==> src/rtl/psdsqrt.sv <==
// rtl/psdsqrt.sv - bit-serial floor(sqrt(xin)), one root bit per clock, MSB first
module psdsqrt #(
    parameter int NBITSIN = 32,
    parameter int k       = 0
) (
    input  logic                           clock,
    input  logic                           reset,
    input  logic                           start,
    input  logic                           stop,
    input  logic [NBITSIN+k-1:0]           xin,
    output logic [(NBITSIN+k)/2-1:0]       sqrt
);
    localparam int N = NBITSIN + k;
    localparam int W = N / 2;

    logic [N-1:0] x_q, x_d;
    logic [W-1:0] root_q, root_d;
    logic [W-1:0] mask_q, mask_d;
    logic         busy_q, busy_d;
    logic [W-1:0] sqrt_q, sqrt_d;

    logic [W-1:0] trial;
    logic [N-1:0] trial_sq;

    // Square is taken at the full 2W operand width, so it can never overflow.
    assign trial    = root_q | mask_q;
    assign trial_sq = {{W{1'b0}}, trial} * {{W{1'b0}}, trial};
    assign sqrt     = sqrt_q;

    always_comb begin
        x_d    = x_q;
        root_d = root_q;
        mask_d = mask_q;
        busy_d = busy_q;
        sqrt_d = sqrt_q;

        // Output samples the root as it stood before this edge's update.
        if (stop) begin
            sqrt_d = root_q;
        end

        if (start) begin
            x_d    = xin;
            root_d = '0;
            mask_d = {1'b1, {(W-1){1'b0}}};
            busy_d = 1'b1;
        end else if (busy_q) begin
            if (x_q >= trial_sq) begin
                root_d = trial;
            end
            mask_d = mask_q >> 1;
            busy_d = |mask_q[W-1:1];
        end
    end

    always_ff @(posedge clock or negedge reset) begin
        if (!reset) begin
            x_q    <= '0;
            root_q <= '0;
            mask_q <= '0;
            busy_q <= 1'b0;
            sqrt_q <= '0;
        end else begin
            x_q    <= x_d;
            root_q <= root_d;
            mask_q <= mask_d;
            busy_q <= busy_d;
            sqrt_q <= sqrt_d;
        end
    end

endmodule

==> config.mk <==
export PLATFORM = sky130hd
export DESIGN_NAME = psdsqrt
export DESIGN_NICKNAME = d
export VERILOG_FILES = /design/src/rtl/psdsqrt.sv
export SDC_FILE = /design/constraint.sdc
export NUM_CORES = 1
export LEC_CHECK = 0
export ABC_AREA = 1
export CAP_MARGIN = 20
export CORE_UTILIZATION = 31
export CTS_CLUSTER_SIZE = 20
export DETAILED_ROUTE_END_ITERATION = 7
export PLACE_DENSITY = 0.58
export SETUP_SLACK_MARGIN = 0.2
export SLEW_MARGIN = 20
export SYNTH_ARGS = -nofsm -noshare
export SYNTH_HDL_FRONTEND = slang
export SYNTH_SLANG_ARGS = --single-unit
export TNS_END_PERCENT = 5
==> constraint.sdc <==
create_clock -name clock -period 7.4 [get_ports clock]
set_input_delay 0.74 -clock clock [delete_from_list [all_inputs] [get_ports clock]]
set_output_delay 0.74 -clock clock [all_outputs]
set_load 0.02 [all_outputs]
; Yosys cells after proc, flatten, opt, wreduce, memory -nomap -nowiden
; Index checks and enable logic that the tools add are counted.
[word_totals]
wordCells = 19
regBits = 81
inputBits = 36
out_inout_bits = 16
[classes]
bitwise = 1
order_cmp = 1
n_mux = 7
n_mul = 1
reduce_logical = 4
[ops]
columns = operator, n
row1 = 16-bit two-way mux, 5
row2 = 32-bit >= comparator, 1
row3 = 16-bit by 16-bit multiplier with 32-bit output, 1
row4 = 16-bit OR, 1
row5 = 15-bit OR reduction, 1
row6 = 2-bit nonzero test, 2
row7 = 1-bit two-way mux, 2
row8 = 2-bit AND reduction, 1

; Depth between registers and ports, before layout
[depth]
word_depth = 6
depth_mapped = 39
depth_no_buf = 37

; Least setup slack after synthesis
; No wires, ideal clock.
[synth_path]
kind = flip-flop to flip-flop
start = register mask_q[14]
end = register root_q[6]
stages_incl_launch_ff = 34
path_slack_ns = 0.841
arrival_time_ns = 6.443
setup_time_ns = 0.117
period_less_slack_ns = 6.559
path_cell_list = dfrtp_1 nor2_1 clkbuf_1 inv_1 nand2_1 fa_1 fa_1 inv_1 fa_1 fa_1 fa_1 inv_1 fa_1 inv_1 ha_1 a21oi_1 o21ai_0 a21oi_1 nor2_1 nor2_1 nand2_1 nand2_1 nand2_1 ha_1 nand2_1 nor2_1 nand2_1 nor2_1 nand2_2 nand2_4 nand2_4 buf_6 nand2_1 nand2_1
[synth_between]
elab_chain_cells = 5
[synth_rtl]
columns = element, line_no
row1 = "start, declared", 18  ; logic [W-1:0] mask_q, mask_d;
row2 = "start signal, assigned", 66  ; mask_q <= mask_d;
row3 = 16-bit OR, 26  ; assign trial = root_q | mask_q;
row4 = 16-bit by 16-bit multiplier with 32-bit output, 27  ; assign trial_sq = {{W{1'b0}}, trial} * {{W{1'b0}}, trial};
row5 = 32-bit >= comparator, 48  ; if (x_q >= trial_sq) begin
row6 = 2-bit nonzero test (no source line), --
row7 = 2-bit AND reduction (no source line), --
row8 = "end signal, assigned", 65  ; root_q <= root_d;
row9 = "end, declared", 17  ; logic [W-1:0] root_q, root_d;
; Every way passes these cells.
; A chain may end at the register's enable or synchronous reset.

; Worst setup path in the final report
[layout_path]
start = register mask_q[8]
end = register root_q[10]
; Same word-level chain as after synthesis.

==> Implementation_results.wiki <==
{| class="wikitable"
! Metric !! Value
|-
| Fin util || between 30 and 40%
|-
| Via density per instance || ~4.8
|-
| Reg2reg setup slack || ~0.46 ns
|-
| Synth Register Bits || 81
|-
| EDFF count, synth || 0
|-
| Worst setup path startpoint || mask_q[8]$_DFFE_PN0P_
|-
| CTS clk-pin slew, worst paths || roughly 0.060 ns
|-
| Critical path class || reg2reg
|-
| Overflow left after global routing || 0
|-
| Synth Flop Type || sky130_fd_sc_hd__dfrtp_1
|-
| Min Tclk post-route || between 6 and 7 ns
|-
| Startpoint kind of the worst setup timing path || register
|-
| Crit end category || register
|-
| Initial standard-cell utilization of the core || between 30% and 40%
|-
| Share of the yosys chip area belonging to registers || 17.79%
|-
| Sum of negative setup slack || 0 ns
|-
| Die width || 193.7 um
|-
| Share of synthesized registers carrying an async set or reset || 100.0%
|-
| Top cell type by total area after synthesis || sky130_fd_sc_hd__fa_1
|-
| Final standard cell count with taps included and fillers excluded || roughly 1900
|-
| Count of filler cells inserted in the layout || ~3700
|-
| Mean area per synthesized cell || 8.079 um^2
|-
| Number of instances in the synthesized netlist || about 1400
|-
| Cell with the most instances after synthesis || sky130_fd_sc_hd__nand2_1
|-
| Final hold viol count || 0
|-
| RSZ-0062 raised after global routing || true
|-
| Worst hold margin || between 0.4 and 0.5 ns
|-
| Area of all sequential standard cells || 2031 um^2
|-
| Start of the worst register-to-register path || mask_q[8]$_DFFE_PN0P_
|-
| MaxCap Viol Count || 0
|-
| Synthesis-to-finish area growth || 17.42%
|-
| R2r endpoint || root_q[10]$_DFFE_PN0P_
|-
| Post-route fraction of the period consumed by the critical path || ~94%
|-
| TritonCTS clock tree || built
|-
| Post-detailed-placement half-perimeter wirelength || 25150 um
|-
| Most Frequent Cell on Critical Path || sky130_fd_sc_hd__fa_1
|-
| IO buf count || between 50 and 60
|-
| Count of synthesis-stage warnings from yosys || 0
|-
| Leakage Power || approximately 7.1 nW
|-
| Transition time at the pin with the least slew margin || 0.7486 ns
|-
| Number of buffers between clock root and the deepest sink || 2
|-
| Top area cells in the synthesized netlist || sky130_fd_sc_hd__fa_1 (28%), sky130_fd_sc_hd__dfrtp_1 (18%), sky130_fd_sc_hd__ha_1 (14%)
|-
| Number of antenna-violating nets in the routed design || 0
|-
| Worst hold path class || in2async
|-
| Nets || 1809
|-
| Synth Net Count || 1736
|-
| Violation count after the first detailed-routing iteration || 419
|-
| Max Fclk || approximately 140 MHz
|-
| Master cell of the clock root buffer || sky130_fd_sc_hd__clkbuf_16
|-
| Number of sinks on the clock net || 81
|-
| Post-Route WL || approximately 30000 um
|-
| Number of buffers inserted during clock tree synthesis || 9
|-
| Clock Skew || around 0.0094 ns
|-
| Global-route wire length before repair || 50410 um
|-
| Synth top area share || 27.94%
|-
| Largest driver fanout on the critical path || 13
|-
| Diodes inserted || 0
|-
| Die footprint || ~38000 um^2
|-
| DRC violations left || 0
|-
| Floorplan Core Area || 35830 um^2
|-
| Hold bufs inserted after CTS || 0
|-
| Worst VDD drop || approximately 0.21 mV
|-
| Max_slew headroom || 49.94%
|-
| Number of antenna violations at the first check in global routing || 0
|-
| Crit-path leading delay family || adder cells
|-
| Number of setup violations in the final report || 0
|-
| Area of the multi-input gates || ~8500 um^2
|-
| Cell types with the highest counts after synthesis || sky130_fd_sc_hd__nand2_1 (341), sky130_fd_sc_hd__inv_1 (268), sky130_fd_sc_hd__nor2_1 (161)
|-
| Clk_lat worst skew || 0.35 ns
|-
| Chip height || between 150 and 200 um
|-
| FF-to-FF path depth || 30
|-
| Area of the mapped netlist || between 10000 and 15000 um^2
|-
| Levels on crit path || 30
|-
| Placed insts || 1921
|-
| Largest net degree at the start of global routing || 82
|-
| Sum of buffers and inverters on the critical path || 6
|-
| Ratio of cells with drive above 1 in the final layout || 11.37%
|-
| H-tree levels || 3
|-
| Average wire per cell in the routed design || 15.54 um
|-
| Count of different cell masters after synthesis || 38
|-
| Slowest cell delay on critical path || between 0.5 and 0.6 ns
|-
| Number of pins exceeding their max-slew limit in the final report || 0
|-
| Sum of internal, switching and leakage power || approximately 1.5 mW
|-
| Critical Path Sink || root_q[10]$_DFFE_PN0P_
|-
| Highest-delay cell along the critical path || sky130_fd_sc_hd__fa_1
|-
| GRT Util Overall || ~17%
|-
| Worst EP required || ~7.6 ns
|-
| Run status || finished, final reports clean
|-
| Ports || 52
|-
| Global placement routability congestion || 0.9345
|-
| Vias in the first global route || approximately 10000
|-
| Cell Pwr Density || between 100 and 150 nW/um^2
|-
| Total number of vias || roughly 9300
|-
| Detailed-routing iteration count for the pre-antenna-repair pass || 5
|-
| Signal arrival time at the worst endpoint || about 7 ns
|-
| Rows || 69
|}
-- worst min-delay path by stage --
stage	from	to	slack [ns]	cells past startpoint
6_report	reset	mask_q[15]$_DFFE_PN0P_	0.43	1
5_1_grt	reset	mask_q[4]$_DFFE_PN0P_	0.51	1
4_1_cts	x_q[3]$_DFFE_PN0P_	x_q[3]$_DFFE_PN0P_	0.49	2
3_5_place_dp	x_q[3]$_DFFE_PN0P_	x_q[3]$_DFFE_PN0P_	0.47	2
3_3_place_gp	x_q[20]$_DFFE_PN0P_	x_q[20]$_DFFE_PN0P_	0.47	2
2_1_floorplan	reset	busy_q$_DFF_PN0_	0.44	0
-- repair_timing --
action | CTS | global route
resized for setup | 3 | 94
endpoints found under the setup margin | 16 | 16
pin swaps | 0 | 8
buffers inserted | 0 | 12
-- cells in the final DEF (no fill, tap or decap), drive strengths merged --
master / count
xnor2: 20
clkinvlp: 7
nand3b: 3
mux2: 16
nor4: 4
buf: 44
nand4: 12
a31o: 1
ha: 131
o21a: 2
xor2: 10
o31ai: 3
clkbuf: 9
o211ai: 2
fa: 159
a21o: 6
o21bai: 4
bufinv: 2
nor2: 166
clkdlybuf4s50: 49
nand2: 348
a41oi: 1
dfrtp: 81
nand3: 46
clkinv: 4
a21oi: 49
nand2b: 1
nor3: 13
inv: 268
o21ai: 26
-- cell type report --
class                      count  share of cell area [%]
clock buffer                   9                   1.684
clock inverter                 6                  0.6922
inverter                     275                   7.886
multi-input combinational   1023                   63.34
sequential                    81                   15.18
tap                          461                   4.312
timing repair buffer          93                   6.904
-- registers in the layout (all words and copies together) (netlist names) --
signal,count
root_q,16
sqrt,16
x_q,32
busy_q,1
mask_q,16
-- per-layer routing --
metal  vias up  track usage (%)  share of wire, %
met5         -                0                 0
met4         0            6.252               3.3
met3        63            1.565               4.5
met2       248            28.31                48
met1      4532            22.19                44
li1       4455                -                 -
-- logic make-up (layout without fill, tap and decap cells) --
group	after synthesis	after routing	share of synthesized area (%)
AO/OA/AOI/OAI	94	94	4.712
flip-flops	81	81	17.79
multiplexers	16	16	1.582
buffers and inverters	306	383	10.24
adder cells (fa/ha/maj)	290	290	42.33
AND/OR/NAND/NOR	593	593	21.03
XOR/XNOR	30	30	2.307
-- per-stage QoR --
| stage | worst slack, ns | cell area (um^2) |
|---|---|---|
| 4_1_cts | 0.2141 | 12950 |
| 3_5_place_dp | 0.1195 | 12620 |
| 3_3_place_gp | 0.1970 | 12620 |
| 6_report | 0.4579 | 13380 |
| 2_1_floorplan | 0.8407 | 11390 |
| 5_1_grt | 0.1413 | 13380 |
-- power by group --
group	switching (mW)	internal (mW)	leakage (nW)
clock network	0.184	0.295	0.148
logic	0.339	0.216	5.89
registers	0.0295	0.478	1.05
Note: power is estimated with default switching activity, not from simulation.
